`config.mk`:
```
export PLATFORM = sky130hd
export DESIGN_NAME = id_inst_queue
export DESIGN_NICKNAME = d
export VERILOG_FILES = /design/src/rtl/id_inst_queue.sv
export SDC_FILE = /design/constraint.sdc
export NUM_CORES = 1
export LEC_CHECK = 0
export ABC_CLOCK_PERIOD_IN_PS = 5700
export BUFFER_PORTS_ARGS = -buffer_cell sky130_fd_sc_hd__buf_4
export CAP_MARGIN = 20
export CORE_ASPECT_RATIO = 0.8
export CORE_MARGIN = 2
export CORE_UTILIZATION = 45
export CTS_BUF_LIST = sky130_fd_sc_hd__clkbuf_16
export DETAILED_ROUTE_END_ITERATION = 16
export SLEW_MARGIN = 20
export SYNTH_ARGS = -nofsm -noshare
export SYNTH_HDL_FRONTEND = slang
export SYNTH_SLANG_ARGS = --single-unit
```
`constraint.sdc`:
```
create_clock -name clk -period 5.7 [get_ports clk]
set_input_delay 0.285 -clock clk [delete_from_list [all_inputs] [get_ports clk]]
set_output_delay 0.285 -clock clk [all_outputs]
set_load 0.05 [all_outputs]
```
`src/rtl/id_inst_queue.sv`:
```
// Instruction queue between IF and ID: DEPTH-entry FIFO of {pc, inst} that keeps one delay slot on a taken branch.
// Optional same-cycle empty-queue bypass is enabled by defining ID_QUEUE_BYPASS_EN.
module id_inst_queue #(
    parameter int DEPTH  = 4,
    parameter int PC_W   = 32,
    parameter int INST_W = 32
) (
    input  logic                     clk,
    input  logic                     resetn,
    input  logic                     in_valid,
    input  logic [PC_W-1:0]          in_pc,
    input  logic [INST_W-1:0]        in_inst,
    output logic                     in_ready,
    output logic                     out_valid,
    output logic [PC_W-1:0]          out_pc,
    output logic [INST_W-1:0]        out_inst,
    input  logic                     out_ready,
    input  logic                     br_flush,
    output logic [$clog2(DEPTH):0]   count,
    output logic                     ds_wait
);

    localparam int PTR_W = $clog2(DEPTH);
    localparam int CNT_W = PTR_W + 1;

    logic [PC_W-1:0]   pc_mem   [DEPTH];
    logic [INST_W-1:0] inst_mem [DEPTH];
    logic [PTR_W-1:0]  rd_ptr;
    logic [PTR_W-1:0]  wr_ptr;
    logic [PTR_W-1:0]  rd_next;
    logic              push;
    logic              pop;
    logic              flush;
    logic              bypass;
    logic              bypass_vis;
    logic              empty;

    // Handshake and head selection; the bypass path only exists in the bypass build.
    always_comb begin
        empty    = (count == '0);
        rd_next  = rd_ptr + PTR_W'(1);
        in_ready = (count < CNT_W'(DEPTH));
        push     = in_valid & in_ready;
`ifdef ID_QUEUE_BYPASS_EN
        bypass_vis = empty & in_valid & ~ds_wait;
        bypass     = bypass_vis & out_ready;
        out_valid  = ~empty | bypass_vis;
        out_pc     = bypass_vis ? in_pc   : pc_mem[rd_ptr];
        out_inst   = bypass_vis ? in_inst : inst_mem[rd_ptr];
`else
        bypass_vis = 1'b0;
        bypass     = 1'b0;
        out_valid  = ~empty;
        out_pc     = pc_mem[rd_ptr];
        out_inst   = inst_mem[rd_ptr];
`endif
        pop   = out_valid & out_ready;
        flush = pop & br_flush;
    end

    // Storage, pointers and occupancy. A flushing pop collapses the queue to at most one
    // surviving delay-slot entry, or arms ds_wait when there is nothing left to keep.
    always_ff @(posedge clk or negedge resetn) begin
        if (!resetn) begin
            rd_ptr  <= '0;
            wr_ptr  <= '0;
            count   <= '0;
            ds_wait <= 1'b0;
            for (int i = 0; i < DEPTH; i++) begin
                pc_mem[i]   <= '0;
                inst_mem[i] <= '0;
            end
        end else if (bypass) begin
            if (br_flush) begin
                ds_wait <= 1'b1;
            end
        end else if (flush) begin
            if (count > CNT_W'(1)) begin
                rd_ptr <= rd_next;
                wr_ptr <= rd_next + PTR_W'(1);
                count  <= CNT_W'(1);
            end else if (push) begin
                pc_mem[wr_ptr]   <= in_pc;
                inst_mem[wr_ptr] <= in_inst;
                rd_ptr           <= rd_next;
                wr_ptr           <= wr_ptr + PTR_W'(1);
                count            <= CNT_W'(1);
            end else begin
                rd_ptr  <= rd_next;
                count   <= '0;
                ds_wait <= 1'b1;
            end
        end else begin
            if (push) begin
                pc_mem[wr_ptr]   <= in_pc;
                inst_mem[wr_ptr] <= in_inst;
                wr_ptr           <= wr_ptr + PTR_W'(1);
                ds_wait          <= 1'b0;
            end
            if (pop) begin
                rd_ptr <= rd_next;
            end
            count <= count + CNT_W'(push) - CNT_W'(pop);
        end
    end

endmodule

```
==> impl_metrics.yaml <==
synth:
  syn_area_um2: 11800
  yosysTopAreaCellShare: 0.561
  synth_nets: 745
  synth_area_leaders: "dfrtp_1 56%, mux2_2 22%, mux4_2 12%"
  yosys.area.top_type: "dfrtp_1"
  synth_seq_cells: 264
  netlist_instances: 667
  synthesis.yosys.warnings: 0
  synth-seq-area-share: 0.561
  syn_area_per_cell_um2: 17.6
  synth_cell_type_count: 27
timing:
  tightest_slew_ns: 1.00
  max_freq_ghz: 0.299
  rsz0062_at_grt: "false"
  fin_skew_ns: 0.0114
  hold_violations: 0
  maxSlewHeadroom: 0.332
  setup_viol: 0
  hold_ws_ns: 0.0118
  fin_crit_ns: 3.34
  setup_tns_ns: 0
  slew_violations: 0
  fin_crit_sh: 0.586
job:
  drv_cap: 0
cells_and_area:
  nNetsFinal: 924
  diodes: 0
  areaGrowthSynthToFinish_pct: 21.4
  final_area_um2: 14300
  stdcell_count: 1219
  drive_above_1_share: 0.584
critical_path:
  cp_max_fo: 41
  path_class: "flop to primary output"
  crit_arrival_ns: 3.06
  worstPathRequired_ns: 5.41
  cp-start-kind: "flop"
  worst_setup_path_end_kind: "primary output"
cts:
  htree_levels: 1
  numClockSinks: 264
  clk_latency_ns: 0.53
  post_cts_resize_count: 0
  cts_buffers: 28
  clk_pin_slew_ns: 0.06
  clock_path_buffers: 3
  cts_tree: "done"
  cts-root-buf: "clkbuf_16"
route:
  drtIter0Drc: 182
  drtPass1Iterations: 4
  vias: 6570
  drc_errors: 0
  ant_nets: 0
  wl_per_cell_um: 21.1
  routed_wirelength_mm: 25.7
  via_per_inst: 5.39
hold_path:
  min_path_type: "input port to flop"
die:
  dieArea_um2: 27500
  num_rows: 52
  pin_count: 139
  fp.dieW_um: 185
  start_util: 0.462
  die_h_um: 149
  coreArea_um2: 25500
outcome:
  status: "complete, no violations"
placement:
  io_buffer_count: 138
  dp_hpwl_mm: 15.4
  gp_congestion: 0.744
  placed_area_um2: 13000
  dpl.cell_count: 1127
grt:
  grt_pass1_wl_mm: 41.4
  grt_overflow: 0
  grt_pass1_vias: 7526
  grt_max_degree: 109
  grtUsageTotal: 0.194
  antenna_found_initial: 0
## per-layer routing
layer,vias up,routed length (um),track usage,part of all wire
li1,2858,-,-,-
met1,3549,11000,0.249,0.43
met2,128,13100,0.340,0.51
met3,35,1010,0.0372,0.039
met4,0,560,0.0504,0.022
met5,-,0,0,0
## sequential cells by signal, summed over array words and instances, names as in the netlist
signal    flops
pc_mem      128
ds_wait       1
count         3
wr_ptr        2
rd_ptr        2
inst_mem    128
## placed cells by master (no fill, tap or decap), drive strengths merged
cell type,instances
dlygate4sd3,39
nor4b,1
nor2b,1
ha,8
inv,13
bufinv,2
clkbuf,29
nor2,3
and2,1
a21oi,1
o211ai,5
buf,150
clkinv,15
mux4,64
fa,1
a21boi,1
mux2,258
xor2,1
xnor2,3
o21ai,2
mux2i,2
o311a,1
nand3,2
dfrtp,264
or3,1
## worst max-delay path, stage by stage (launching register included)
cell and delay [ns]:
dfrtp_4 1.01, buf_4 0.65, mux4_2 0.62, buf_4 0.21
## what timing repair did
item,4_1_cts,5_1_grt
buffers inserted,0,0
hold endpoints to repair,200,1
hold buffers,38,1
endpoints found under the setup margin,0,0
## area by class of cell
class / instances / area (um2)
multi-input cells: 356 / 4800
flip-flops and latches: 264 / 6610
clock buffers: 29 / 726
repair buffers: 189 / 1550
well taps: 351 / 439
inverters: 7 / 26.3
clock inverters: 23 / 144
fillers: 2011 / 11200
## cell usage after synthesis, drive strengths merged
cell type / number
xor2: 1
dfrtp: 264
ha: 8
o211ai: 5
xnor2: 3
buf: 36
a21boi: 1
a21oi: 1
mux4: 64
o311a: 1
o21ai: 2
mux2: 258
and2: 1
or3: 1
inv: 7
nand3: 2
clkbuf: 4
nor2: 3
nor4b: 1
fa: 1
mux2i: 2
nor2b: 1
## path summary, 6_finish.rpt
| check | startpoint | cells after the start | slack, ns | end |
|---|---|---|---|---|
| worst min-delay path | in_inst[28] | 2 | 0.01 | inst_mem[60]$_DFFE_PN0P_ |
| worst max-delay path | rd_ptr[0]$_DFFE_PN0P_ | 3 | 2.36 | out_inst[25] |
| worst min register to register | pc_mem[45]$_DFFE_PN0P_ | 1 | 0.49 | pc_mem[45]$_DFFE_PN0P_ |
| max in group asynchronous | resetn | 4 | 4.00 | pc_mem[54]$_DFFE_PN0P_ |
| worst max register to register | count[2]$_DFF_PN0_ | 9 | 2.94 | count[2]$_DFF_PN0_ |
| min in group asynchronous | resetn | 2 | 0.40 | inst_mem[60]$_DFFE_PN0P_ |
## per-stage QoR
stage	setup slack (ns)	utilization
floorplan	2.93	-
global placement	2.81	0.510
detailed placement	2.84	0.510
CTS	2.24	0.559
global route	2.12	0.560
finish	2.36	0.560
## logic make-up (layout without fill, tap and decap cells)
group                      after synthesis  count (layout)  share of synthesized area
AOI/OAI and AO/OA                       10              10                     0.0128
xor gates and xnor gates                 4               4                    0.00298
adders and majority gates                9               9                     0.0102
buffers and inverters                   47             248                     0.0315
DFF                                    264             264                      0.561
muxes                                  324             324                      0.377
and+or+nand+nor                          9               9                    0.00415
Power is not shown: default switching activity piles up to over one toggle a cycle in this logic, so the estimate is an artifact.
